**src/rtl/matrix_print_sequencer.sv**
```systemverilog
// Purpose: walks a rows x cols matrix in sync-read RAM row-major, emitting number/space/newline tokens.
// Latency: start accepted at edge k -> rd_en in cycle k+1 -> first token valid after edge k+2; 4 cycles/element.
// Backpressure: out_valid/out_ready; token held stable until accepted, no RAM read while a token is pending.
//
// Ports:
//    clk, rst_n               clock, synchronous active-low reset
//    start, rows, cols,       job request (sampled only when idle) and its dimensions/base address
//    base_addr
//    busy, done, error        status; error is meaningful only while done is high
//    rd_en, rd_addr, rd_data  RAM read port (data returns the cycle after rd_en)
//    out_data, out_type,      token stream: type 0 = number, 1 = space, 2 = newline
//    out_valid, out_ready
module matrix_print_sequencer #(
   parameter int DATA_WIDTH = 32,
   parameter int ADDR_WIDTH = 6,
   parameter int DIM_WIDTH  = 3,
   parameter int MAX_DIM    = 7
) (
   input  logic                  clk,
   input  logic                  rst_n,
   input  logic                  start,
   input  logic [DIM_WIDTH-1:0]  rows,
   input  logic [DIM_WIDTH-1:0]  cols,
   input  logic [ADDR_WIDTH-1:0] base_addr,
   output logic                  busy,
   output logic                  done,
   output logic                  error,
   output logic                  rd_en,
   output logic [ADDR_WIDTH-1:0] rd_addr,
   input  logic [DATA_WIDTH-1:0] rd_data,
   output logic [DATA_WIDTH-1:0] out_data,
   output logic [1:0]            out_type,
   output logic                  out_valid,
   input  logic                  out_ready
);

   localparam logic [1:0] TYPE_NUM = 2'd0;
   localparam logic [1:0] TYPE_SP  = 2'd1;
   localparam logic [1:0] TYPE_NL  = 2'd2;

   typedef enum logic [2:0] {
      IDLE, READ, WAIT, EMIT_NUM, EMIT_SEP, FINISH
   } state_t;

   state_t                  state, state_nxt;
   logic [DIM_WIDTH-1:0]    rows_q, cols_q, r_q, c_q;
   logic [ADDR_WIDTH-1:0]   addr_q;
   logic                    err_q;
   logic [DATA_WIDTH-1:0]   out_data_q;
   logic [1:0]              out_type_q;
   logic                    out_valid_q;
   logic                    dims_bad, last_col, last_row;

   assign dims_bad = (rows == '0) || (cols == '0) ||
                     (int'(rows) > MAX_DIM) || (int'(cols) > MAX_DIM);
   // Dims are non-zero whenever these are used, so the decrement cannot underflow.
   assign last_col = (c_q == cols_q - DIM_WIDTH'(1));
   assign last_row = (r_q == rows_q - DIM_WIDTH'(1));

   always_comb begin
      state_nxt = state;
      busy      = (state != IDLE);
      done      = (state == FINISH);
      error     = (state == FINISH) && err_q;
      rd_en     = (state == READ);
      rd_addr   = addr_q;
      out_data  = out_data_q;
      out_type  = out_type_q;
      out_valid = out_valid_q;
      case (state)
         IDLE:     if (start) state_nxt = dims_bad ? FINISH : READ;
         READ:     state_nxt = WAIT;
         WAIT:     state_nxt = EMIT_NUM;
         EMIT_NUM: if (out_ready) state_nxt = EMIT_SEP;
         EMIT_SEP: begin
            if (out_ready)
               state_nxt = (out_type_q == TYPE_NL && last_row) ? FINISH : READ;
         end
         FINISH:   state_nxt = IDLE;
         default:  state_nxt = IDLE;
      endcase
   end

   always_ff @(posedge clk) begin
      if (!rst_n) begin
         state       <= IDLE;
         rows_q      <= '0;
         cols_q      <= '0;
         r_q         <= '0;
         c_q         <= '0;
         addr_q      <= '0;
         err_q       <= 1'b0;
         out_data_q  <= '0;
         out_type_q  <= TYPE_NUM;
         out_valid_q <= 1'b0;
      end else begin
         state <= state_nxt;
         case (state)
            IDLE: begin
               if (start) begin
                  rows_q <= rows;
                  cols_q <= cols;
                  addr_q <= base_addr;
                  r_q    <= '0;
                  c_q    <= '0;
                  err_q  <= dims_bad;
               end
            end
            WAIT: begin
               // RAM data for the READ-cycle address is present now.
               out_data_q  <= rd_data;
               out_type_q  <= TYPE_NUM;
               out_valid_q <= 1'b1;
            end
            EMIT_NUM: begin
               if (out_ready) begin
                  out_data_q <= '0;
                  out_type_q <= last_col ? TYPE_NL : TYPE_SP;
               end
            end
            EMIT_SEP: begin
               if (out_ready) begin
                  out_valid_q <= 1'b0;
                  // Row-major layout: next element is always the next address.
                  addr_q      <= addr_q + ADDR_WIDTH'(1);
                  if (out_type_q == TYPE_SP) begin
                     c_q <= c_q + DIM_WIDTH'(1);
                  end else if (!last_row) begin
                     r_q <= r_q + DIM_WIDTH'(1);
                     c_q <= '0;
                  end
               end
            end
            default: ;
         endcase
      end
   end

endmodule

```
**config.mk**
```make
export PLATFORM = sky130hd
export DESIGN_NAME = matrix_print_sequencer
export DESIGN_NICKNAME = d
export VERILOG_FILES = /design/src/rtl/matrix_print_sequencer.sv
export SDC_FILE = /design/constraint.sdc
export NUM_CORES = 1
export LEC_CHECK = 0
export BUFFER_PORTS_ARGS = -buffer_cell sky130_fd_sc_hd__buf_2
export CORE_MARGIN = 2
export CORE_UTILIZATION = 44
export CTS_CLUSTER_DIAMETER = 150
export CTS_CLUSTER_SIZE = 24
export DETAILED_ROUTE_END_ITERATION = 10
export PLACE_DENSITY = 0.73
export RECOVER_POWER = 25
export SYNTH_ARGS = -nofsm -noshare
export SYNTH_HDL_FRONTEND = slang
export SYNTH_SLANG_ARGS = --single-unit
```
**constraint.sdc**
```tcl
create_clock -name clk -period 1.7 [get_ports clk]
set_input_delay 0.255 -clock clk [delete_from_list [all_inputs] [get_ports clk]]
set_output_delay 0.255 -clock clk [all_outputs]
set_load 0.01 [all_outputs]
```
# Yosys cells after proc, flatten, opt, wreduce, memory -nomap -nowiden
# Index checks and enable logic that the tools add are counted.
# W data, S select, Z words.
dict set report op_classes {
  addsub 5
  eq_ne 15
  muxes 25
  n_reduce_logical 17
}
# cell count
set ops {}
lappend ops {{$pmux W32 S2} 1}
lappend ops {{$mux W3} 12}
lappend ops {{$mux W32} 1}
lappend ops {{$pmux W3 S5} 1}
lappend ops {{$mux W6} 2}
lappend ops {{$pmux W3 S2} 2}
lappend ops {{$pmux W6 S2} 1}
lappend ops {{$ne A2 B2 Y1 const B} 5}
lappend ops {{$logic_not A3 Y1} 3}
lappend ops {{$add A3 B1 Y3 const B} 2}
lappend ops {{$add A6 B1 Y6 const B} 1}
lappend ops {{$eq A3 B2 Y1 const B} 2}
lappend ops {{$eq A3 B3 Y1} 2}
lappend ops {{$eq A3 B3 Y1 const B} 2}
lappend ops {{$reduce_and A2 Y1} 3}
lappend ops {{$reduce_and A3 Y1} 2}
lappend ops {{$reduce_bool A2 Y1} 3}
lappend ops {{$sub A3 B1 Y3 const B} 2}
lappend ops {{$reduce_and A5 Y1} 1}
lappend ops {{$mux W2} 2}
lappend ops {{$pmux W2 S2} 1}
lappend ops {{$reduce_and A4 Y1} 1}
lappend ops {{$eq A3 B1 Y1 const B} 1}
lappend ops {{$ne A3 B3 Y1 const B} 1}
lappend ops {{other kinds (7)} 8}
dict set report word_totals {
  reg_bits 57
  in_bits 48
}

# Depth between registers and ports, before layout
# Gate-level depths: netlist (run 1).
dict set report logic_depth {
  ltp_word 6
  depth_mapped 8
  depth_no_buf 7
}

# Least setup slack after synthesis (run 1)
# OpenSTA, ideal clock, no wires.
dict set report synth_path {
  kind {register to register}
  startpoint {reg rows_q[0]}
  endpoint {reg c_q[2]}
  setup_ns 0.116
  t_arrival_ns 1.572
  t_required_ns 1.584
  path_slack_ns 0.012
  path_stages_with_launch 8
  period_less_slack_ns 1.688
  path_cell_list {dfxtp_1 > inv_1 > ha_1 > xor2_1 > nand3_2 > o311ai_4 > xnor2_1 > and3_1}
}
dict set report synth_between {
  elab_chain_len 4
}
# item line
set synth_rtl {}
lappend synth_rtl {{from (decl)} 46} ;# logic [DIM_WIDTH-1:0] rows_q, cols_q, r_q, c_q;
lappend synth_rtl {{from (signal assigned)} 101} ;# rows_q <= rows;
lappend synth_rtl {{$sub A3 B1 Y3} 58} ;# assign last_row = (r_q == rows_q - DIM_WIDTH'(1));
lappend synth_rtl {{$eq A3 B3 Y1} 58}
lappend synth_rtl {{$ne A3 B3 Y1 (no line)} --}
lappend synth_rtl {{$reduce_and A4 Y1 (no line)} --}
lappend synth_rtl {{to (signal assigned)} 127} ;# c_q <= c_q + DIM_WIDTH'(1);
lappend synth_rtl {{to (decl)} 46}
# Every way passes these cells.
# A chain may end at the register's enable or synchronous reset.

# Worst setup path after layout (run 1)
dict set report layout_path {
  startpoint {reg rows_q[0]}
  endpoint {reg r_q[2]}
}
dict set report layout_between {
  elab_chain_len 4
}
# item line
set layout_rtl {}
lappend layout_rtl {{$sub A3 B1 Y3} 58}
lappend layout_rtl {{$eq A3 B3 Y1} 58}
lappend layout_rtl {{$ne A2 B2 Y1 (no line)} --}
lappend layout_rtl {{$reduce_and A5 Y1 (no line)} --}
lappend layout_rtl {{to (signal assigned)} 129} ;# r_q <= r_q + DIM_WIDTH'(1);
lappend layout_rtl {{to (decl)} 46}
# Every way passes these cells.

==> flow_metrics.env, run 1 <==
export IMPL_status="completed"
export IMPL_coreArea_sq_um=5510
export IMPL_initial_core_util_pct=45.6
export IMPL_clk_path_buf_depth=2
export IMPL_yosysWarnings=0
export IMPL_htreeDepth=3
export IMPL_async_reset_ff_share_pct=0
export IMPL_grt_pass1_vias=2254
export IMPL_max_cap_violations=0
export IMPL_firstDrtPassIters=4
export IMPL_postRouteAntennaNets=0
export IMPL_die_area_sq_um=6320
export IMPL_synth_edf_count=0
export IMPL_wl_um=6170
export IMPL_area_growth_pct=34.2
export IMPL_synth_most_common_cell="dfxtp_1"
export IMPL_grt_pass1_wl_um=9970
export IMPL_vias_per_cell=5.13
export IMPL_holdBufCountCts=0
export IMPL_drive_above_1_share_pct=30.2
export IMPL_syn_avg_cell_area_sq_um=8.59
export IMPL_ys_seq_area_share_pct=45.5
export IMPL_track_usage_pct=20.2
export IMPL_dieHeight_um=79.5
export IMPL_p_switching_uw=1030
export IMPL_power_total_uw=3640
export IMPL_cts_root_buffer="clkbuf_8"
export IMPL_slew_violations=0
export IMPL_std_cell_rows=27
export IMPL_p_sw_share_pct=28.4
export IMPL_dp_hpwl_um=4250
export IMPL_p_int_uw=2600
export IMPL_final_setup_tns_ns=0
export IMPL_syn_nets=345
export IMPL_initialDrtViolationCount=115
export IMPL_nets=449
export IMPL_p_comb_share_pct=21.2
export IMPL_clk_latency_ns=0.33
export IMPL_period_share_pct=97.9
export IMPL_p_clk_share_pct=37.1
export IMPL_skew_ns=0.00671
export IMPL_startpoint_type="register"
export IMPL_fill_cells=522
export IMPL_worst_slew_pin_slew_ns=0.529
export IMPL_power_density_nw_per_um2=1080
export IMPL_synth_common_cells="dfxtp_1, nor2_1, a22oi_1, nand2_1, a21oi_1"
export IMPL_power_frac_seq_pct=41.7
export IMPL_worst_path_max_fanout=5
export IMPL_synth_top_cell_area_share_pct=45.5
export IMPL_vias=2427
export IMPL_slew_headroom_pct=64.7
export IMPL_io_pins=93
export IMPL_crit_path_end_kind="register"
export IMPL_synthFlopType="dfxtp_1"
export IMPL_diodes=0
export IMPL_rsz0062_at_grt="yes"
export IMPL_leakagePower_uw=0.00145
export IMPL_synthTopCellsByArea="dfxtp_1, a22oi_1, nor2_1, nand2_1, a21oi_1"
export IMPL_cp_arrival_ns=1.92
export IMPL_die_w_um=79.5
export IMPL_overflow=0
export IMPL_syn_area_sq_um=2510
export IMPL_fin_util_pct=61.1
export IMPL_peakVddDrop_uv=510
export IMPL_place_gp_congestion=0.813
export IMPL_synthCells=292
export IMPL_antenna_found_initial=0
export IMPL_crit_type="register to register"
export IMPL_clock_sinks=57
export IMPL_fmax_ghz=0.601
export IMPL_drc=0
export IMPL_cts_tree="yes"
export IMPL_routedWlPerCell_um=13.0
export IMPL_io_buffers=92
export IMPL_hp_class="primary input to register"
export IMPL_synth_cell_types=43
export IMPL_cts_buffers=9
export IMPL_setup_violations=0
export IMPL_grt_start_max_net_pins=52
export IMPL_crit_required_ns=1.96
export IMPL_hold_ws_ns=0.161
export IMPL_synth_area_leader_cell="dfxtp_1"
export IMPL_clk_pin_slew_ns=0.07
export IMPL_hold_violations=0
export IMPL_synth_seq_cells=57
export IMPL_period_needed_ns=1.66
state kept, by name (all words and copies together) (netlist names), 2 cells and up:
name	cells
rd_addr	6
out_type	2
c_q	3
state	3
out_data	32
rows_q	3
r_q	3
cols_q	3
layout by cell type (no fill, tap or decap), types with 3 or more instances in the layout:
master / n
a21oi_1: 18
a22oi_1: 33
a31oi_1: 3
and2_1: 4
and3_1: 6
buf_2: 69
buf_4: 18
clkbuf_1: 24
clkbuf_8: 9
clkinv_2: 3
dfxtp_1: 55
ha_1: 4
inv_1: 7
nand2_1: 29
nand3_1: 5
nor2_1: 44
nor3_1: 6
o21ai_0: 10
o21ai_2: 3
o31ai_1: 3
xnor2_1: 3
xor2_1: 5
metrics by stage:
stage | area [sq um] | std cells | setup slack [ns]
4_1_cts | 3340 | 471 | 0.00578
2_1_floorplan | 2510 | 292 | 0.0121
5_1_grt | 3370 | 473 | -0.0716
6_report | 3370 | 473 | 0.0354
3_5_place_dp | 3110 | 454 | -0.0302
3_3_place_gp | 3110 | 454 | 0.0135
power groups by stage:
stage / clock (uW) / combinational (uW) / sequential [uW]
after detailed placement: 0 / 746 / 1540
after global routing: 1460 / 868 / 1530
final: 1350 / 770 / 1520
after global placement: 0 / 730 / 1540
after CTS: 1390 / 757 / 1510
after floorplan: 0 / 432 / 1570
metal layers:
layer	GRT usage, %	wire length, um
met5	0	0
met4	7.24	40
met3	7.47	422
met2	32.2	2990
met1	24.9	2710
cell type report:
type	instances	area, sq um	area share [%]
multi-input cells	207	1290	38.2
flip-flops and latches	57	1140	34.0
repair buffers	112	598	17.8
clock buffers	10	128	3.79
well taps	72	90.1	2.68
clock inverters	6	82.6	2.45
inverters	9	37.5	1.12
logic make-up (layout without fill, tap and decap cells):
family | after synthesis | in the layout | share of synthesized area [%]
AND/OR/NAND/NOR | 112 | 112 | 20.4
AO/OA/AOI/OAI | 78 | 78 | 21.5
flip-flops | 57 | 57 | 45.5
buffers and inverters | 28 | 137 | 5.14
XOR/XNOR | 10 | 10 | 4.04
adder cells (fa/ha/maj) | 5 | 5 | 2.49
multiplexers | 2 | 2 | 0.848
worst paths after layout:
check                                 start           end  slack (ns)  cells after the start
worst max-delay path              rows_q[0]        r_q[2]        0.04                      7
worst max register to register    rows_q[0]        r_q[2]        0.04                      7
worst min register to register    cols_q[0]     cols_q[0]        0.47                      2
worst min-delay path            rd_data[29]  out_data[29]        0.16                      3
critical path, stage by stage (launching register included):
cell	delay (ns)
dfxtp_1	0.31
inv_1	0.09
ha_4	0.13
xnor3_1	0.26
a31oi_2	0.23
o21ai_2	0.11
or3_1	0.32
a21oi_1	0.14
repair_timing:
item                                    4_1_cts  5_1_grt
resized for setup                             3        9
buffers inserted                              1        2
pin swaps                                     2        6
endpoints found under the setup margin        4       13
(Power assumes the default switching activity.)
==> run 2: changes to the inputs <==
--- a/config.mk
+++ b/config.mk
@@ -6,6 +6,7 @@
 export NUM_CORES = 1
 export LEC_CHECK = 0
 export BUFFER_PORTS_ARGS = -buffer_cell sky130_fd_sc_hd__buf_2
+export CORE_ASPECT_RATIO = 0.7
 export CORE_MARGIN = 2
 export CORE_UTILIZATION = 44
 export CTS_CLUSTER_DIAMETER = 150
==> run 2 against run 1 <==
Sequential share of layout area is 0.17 points lower. Sequential power hardly changed. Hold slack worse by 0.0072 ns. Worst setup slack better by 0.021 ns. Power is 0.95% lower. Count of clock-buffer cells in the layout stayed put. Critical path type unchanged. Critical endpoint unchanged. Largest cell class unchanged. Largest power group unchanged.
==> flow_metrics.env, run 2 (synthesis results as in run 1) <==
export IMPL_slew_headroom_pct=46.6
export IMPL_cts_root_buffer="clkbuf_8"
export IMPL_setup_violations=0
export IMPL_slew_violations=0
export IMPL_crit_required_ns=1.96
export IMPL_coreArea_sq_um=5370
export IMPL_area_growth_pct=35.4
export IMPL_grt_start_max_net_pins=52
export IMPL_die_w_um=94.3
export IMPL_routedWlPerCell_um=14.0
export IMPL_nets=445
export IMPL_grt_pass1_vias=2307
export IMPL_postRouteAntennaNets=0
export IMPL_overflow=0
export IMPL_initial_core_util_pct=46.7
export IMPL_post_cts_buffers=0
export IMPL_initialDrtViolationCount=179
export IMPL_htreeDepth=3
export IMPL_dp_slack_ns=-0.204
export IMPL_drive_above_1_share_pct=30.7
export IMPL_io_pins=93
export IMPL_std_cell_rows=22
export IMPL_peakVddDrop_uv=637
export IMPL_met3_usage_pct=8.26
export IMPL_power_density_nw_per_um2=1060
export IMPL_final_common_cell="buf_2"
export IMPL_fmax_ghz=0.608
export IMPL_met1_usage_pct=26.4
export IMPL_holdBufCountCts=0
export IMPL_place_gp_congestion=0.877
export IMPL_io_buffers=92
export IMPL_leakagePower_uw=0.00143
export IMPL_drc=0
export IMPL_final_cell_mix="buf_2, dfxtp_1, nor2_1"
export IMPL_worst_path_max_fanout=5
export IMPL_globalRouteMet2Util_pct=34.6
export IMPL_wl_um=6550
export IMPL_vias_per_cell=5.19
export IMPL_grt_pass1_wl_um=10400
export IMPL_clk_path_buf_depth=2
export IMPL_clock_sinks=57
export IMPL_die_area_sq_um=6330
export IMPL_dp_hpwl_um=4720
export IMPL_fin_ws_ns=0.0559
export IMPL_largest_reg_flops=32
export IMPL_cp_arrival_ns=1.91
export IMPL_hold_violations=0
export IMPL_cts_tree="yes"
export IMPL_cts_buffers=9
export IMPL_worst_slew_pin_slew_ns=0.798
export IMPL_startpoint_type="register"
export IMPL_dieHeight_um=67.2
export IMPL_period_needed_ns=1.64
export IMPL_crit_type="register to register"
export IMPL_track_usage_pct=21.5
export IMPL_crit_path_end_kind="register"
export IMPL_clk_latency_ns=0.34
export IMPL_max_cap_violations=0
export IMPL_firstDrtPassIters=5
export IMPL_antenna_found_initial=0
export IMPL_vias=2432
export IMPL_clk_pin_slew_ns=0.07
export IMPL_skew_ns=0.00685
export IMPL_grt_busiest_layer="met2"
export IMPL_period_share_pct=96.7
export IMPL_status="completed"
export IMPL_diodes=0
export IMPL_power_total_uw=3600
export IMPL_hp_class="primary input to register"
run 2: power breakdown:
| group | total (uW) | switching (uW) | internal (uW) | leakage, uW |
|---|---|---|---|---|
| combinational | 793 | 451 | 343 | 0.000874 |
| clock | 1280 | 566 | 718 | 0.0000949 |
| sequential | 1530 | 79.8 | 1450 | 0.000466 |
| total | 3600 | 1100 | 2510 | 0.00143 |
run 2: worst max-delay path, cell delays in order, from the launching register on:
cell and delay, ns:
dfxtp_2 0.32, inv_1 0.09, ha_4 0.13, xnor3_2 0.30, a31oi_4 0.18, o21ai_4 0.09, or3_1 0.32, a21oi_1 0.16
run 2: layer usage:
metal	part of all wire, %	routed length (um)
met4	0.98	64
met5	0	0
met2	47	3060
met1	45	2930
met3	7.7	505
run 2: final cells by class:
cell class	instances	area (sq um)
Timing Repair Buffer	108	579
Multi-Input combinational cell	207	1340
Inverter	9	33.8
Clock inverter	6	66.3
Sequential cell	57	1150
Clock buffer	10	138
Fill cell	492	1970
Tap cell	72	90.1
run 2: path summary, 6_finish.rpt:
path / startpoint / to / slack (ns) / cells after the start
worst max-delay path: rows_q[0] / r_q[2] / 0.06 / 7
worst min-delay path: rd_data[4] / out_data[4] / 0.15 / 3
worst max register to register: rows_q[0] / r_q[2] / 0.06 / 7
worst min register to register: cols_q[1] / cols_q[1] / 0.46 / 2
run 2: per-stage QoR:
stage | hold slack [ns] | utilization [%] | TNS (ns) | instance area, sq um | std cells
floorplan | 0.372 | - | 0 | 2510 | 292
global route | 0.148 | 63.3 | -0.0567 | 3400 | 469
global placement | 0.444 | 58.0 | -3.16 | 3120 | 453
detailed placement | 0.452 | 58.0 | -5.62 | 3120 | 453
CTS | 0.141 | 62.4 | 0 | 3350 | 469
finish | 0.154 | 63.3 | 0 | 3400 | 469
run 2: timing repair:
action	4_1_cts	5_1_grt
setup endpoints to repair	41	13
gates resized for setup	7	19
pin swaps	3	4
==> run 3: changes to the inputs <==
--- a/config.mk
+++ b/config.mk
@@ -5,14 +5,16 @@
 export SDC_FILE = /design/constraint.sdc
 export NUM_CORES = 1
 export LEC_CHECK = 0
+export ABC_AREA = 1
 export BUFFER_PORTS_ARGS = -buffer_cell sky130_fd_sc_hd__buf_2
 export CORE_ASPECT_RATIO = 0.7
 export CORE_MARGIN = 2
-export CORE_UTILIZATION = 44
+export CORE_UTILIZATION = 46
+export CTS_BUF_LIST = sky130_fd_sc_hd__clkbuf_4 sky130_fd_sc_hd__clkbuf_8
 export CTS_CLUSTER_DIAMETER = 150
 export CTS_CLUSTER_SIZE = 24
 export DETAILED_ROUTE_END_ITERATION = 10
-export PLACE_DENSITY = 0.73
+export PLACE_DENSITY = 0.76
 export RECOVER_POWER = 25
 export SYNTH_ARGS = -nofsm -noshare
 export SYNTH_HDL_FRONTEND = slang
==> run 3 against run 2 <==
Final area shrank 2.5%. Routed wire length grew 1.9%. Sequential power rose by 6%. Sequential cell count unchanged. Highest routed layer unchanged. Register-to-register slack gained 0.09 ns. Synthesized cell count grew 22%. Utilization down 1.3 points. Hold slack improved by 0.014 ns. Sequential share of layout area rose by 0.68 points. Die area fell by 1.1%. Largest cell class unchanged.
==> flow_metrics.env, run 3 <==
export IMPL_status="completed"
export IMPL_cp_arrival_ns=1.30
export IMPL_skew_ns=0.00638
export IMPL_slew_violations=0
export IMPL_worst_slew_pin_slew_ns=0.454
export IMPL_diodes=0
export IMPL_die_w_um=93.7
export IMPL_synthTopCellsByArea="dfxtp_1, nand2_1, a21oi_1, nand3_1, inv_1"
export IMPL_track_usage_pct=21.9
export IMPL_period_share_pct=91.7
export IMPL_std_cell_rows=22
export IMPL_htreeDepth=3
export IMPL_clock_sinks=57
export IMPL_crit_required_ns=1.44
export IMPL_synth_compound_area_share_pct=15.5
export IMPL_initial_core_util_pct=48.5
export IMPL_io_pins=93
export IMPL_postRouteAntennaNets=0
export IMPL_slew_headroom_pct=69.7
export IMPL_globalRouteMet2Util_pct=33.5
export IMPL_ys_seq_area_share_pct=44.0
export IMPL_vias=2640
export IMPL_fmax_ghz=0.642
export IMPL_startpoint_type="register"
export IMPL_final_common_cell="nand2_1"
export IMPL_synth_area_leader_cell="dfxtp_1"
export IMPL_nets=501
export IMPL_fin_util_pct=62.0
export IMPL_vias_per_cell=5.03
export IMPL_yosys_area_share_simple_pct=28.6
export IMPL_synth_edf_count=0
export IMPL_power_total_uw=4060
export IMPL_synth_most_common_cell="nand2_1"
export IMPL_synth_top_cell_area_share_pct=44.0
export IMPL_setup_violations=0
export IMPL_routedWlPerCell_um=12.7
export IMPL_syn_avg_cell_area_sq_um=7.28
export IMPL_final_setup_tns_ns=0
export IMPL_hp_class="primary input to register"
export IMPL_power_density_nw_per_um2=1230
export IMPL_initialDrtViolationCount=136
export IMPL_final_cell_mix="nand2_1, buf_2, dfxtp_1"
export IMPL_holdBufCountCts=0
export IMPL_cts_tree="yes"
export IMPL_die_area_sq_um=6260
export IMPL_synth_cell_types=30
export IMPL_grt_start_max_net_pins=32
export IMPL_crit_type="register to output pin"
export IMPL_met3_usage_pct=8.03
export IMPL_clk_pin_slew_ns=0.06
export IMPL_period_needed_ns=1.56
export IMPL_grt_busiest_layer="met2"
export IMPL_rsz0062_at_grt="no"
export IMPL_dieHeight_um=66.8
export IMPL_grt_pass1_vias=2383
export IMPL_clk_path_buf_depth=2
export IMPL_cts_root_buffer="clkbuf_8"
export IMPL_synth_seq_cells=57
export IMPL_async_reset_ff_share_pct=0
export IMPL_crit_path_end_kind="output pin"
export IMPL_synth_top_family_by_area="simple AND/OR/NAND/NOR gates"
export IMPL_io_buffers=92
export IMPL_dp_hpwl_um=4790
export IMPL_firstDrtPassIters=4
export IMPL_hold_violations=0
export IMPL_max_cap_violations=0
export IMPL_antenna_found_initial=0
export IMPL_drive_above_1_share_pct=24.1
export IMPL_peakVddDrop_uv=611
export IMPL_synthAdderAreaFrac_pct=2.41
export IMPL_syn_area_sq_um=2590
export IMPL_drc=0
export IMPL_overflow=0
export IMPL_synthCells=356
export IMPL_cts_buffers=9
export IMPL_area_growth_pct=27.8
export IMPL_wl_um=6680
export IMPL_yosysWarnings=0
export IMPL_clk_latency_ns=0.34
export IMPL_leakagePower_uw=0.00146
export IMPL_synthXorXnorAreaFrac_pct=1.35
export IMPL_synth_mux_area_share_pct=0
export IMPL_largest_reg_flops=32
export IMPL_place_gp_congestion=0.916
export IMPL_grt_pass1_wl_um=10600
export IMPL_coreArea_sq_um=5340
export IMPL_synthFlopType="dfxtp_1"
export IMPL_syn_nets=409
export IMPL_met1_usage_pct=28.4
export IMPL_worst_path_max_fanout=8
export IMPL_synth_common_cells="nand2_1, dfxtp_1, a21oi_1, nand3_1, inv_1"
export IMPL_reg2reg_slack_ns=0.15
## run 3: changes by cell type in the layout (fill, tap and decap cells not counted), moves of 4 or more
cell / delta
inv_1: +21
buf_4: -6
a21oi_1: +37
nor2_1: -29
and3_1: -6
a22oi_1: -33
o21ai_0: +6
nand2_2: +4
nand3_1: +38
xor2_1: -4
nand2_1: +55
## run 3: per-layer routing
layer  part of all wire, %  vias up
li1                      -     1357
met5                     0        -
met1                    46     1189
met3                   6.8        7
met2                    46       87
met4                   1.2        0
## run 3: through the flow
stage	setup WS, ns	cell area, sq um	hold WS [ns]	std cells
4_1_cts	0.0414	3330	0.154	525
3_5_place_dp	0.0607	3120	0.446	509
5_1_grt	0.00457	3310	0.167	525
6_report	0.141	3310	0.168	525
3_3_place_gp	0.206	3120	0.444	509
2_1_floorplan	0.262	2590	0.393	356
## run 3: cell type report
cell class	count	area (sq um)
Fill cell	520	2030
Multi-Input combinational cell	250	1250
Sequential cell	57	1140
Timing Repair Buffer	100	502
Clock buffer	14	180
Inverter	30	113
Tap cell	72	90.1
Clock inverter	2	35.0
## run 3: kinds of logic (layout without fill, tap and decap cells)
| group | Yosys count | after routing |
|---|---|---|
| compound gates | 77 | 77 |
| xor+xnor | 4 | 4 |
| fa+ha+maj | 5 | 5 |
| buf+inv | 49 | 146 |
| flops | 57 | 57 |
| simple gates | 164 | 164 |
## run 3: worst paths after layout
check	from	end	cells past startpoint
setup / recovery	state[0]	error	3
hold reg to reg	err_q	err_q	2
setup reg to reg	rows_q[0]	r_q[0]	12
hold / removal	cols[2]	cols_q[2]	3
## run 3: power breakdown
group	internal (uW)	switching (uW)
combinational	398	706
sequential	1500	112
clock	827	511
total	2730	1330
## run 3: critical path, cell delays in order, from the launching register on
cell     delay (ns)
dfxtp_1        0.36
inv_1          0.14
nor4_1         0.29
buf_2          0.18
## run 3: timing repair
action                     in CTS  in global routing
buffers inserted                0                  0
setup endpoints to repair       0                  6
gates resized for setup         0                  4
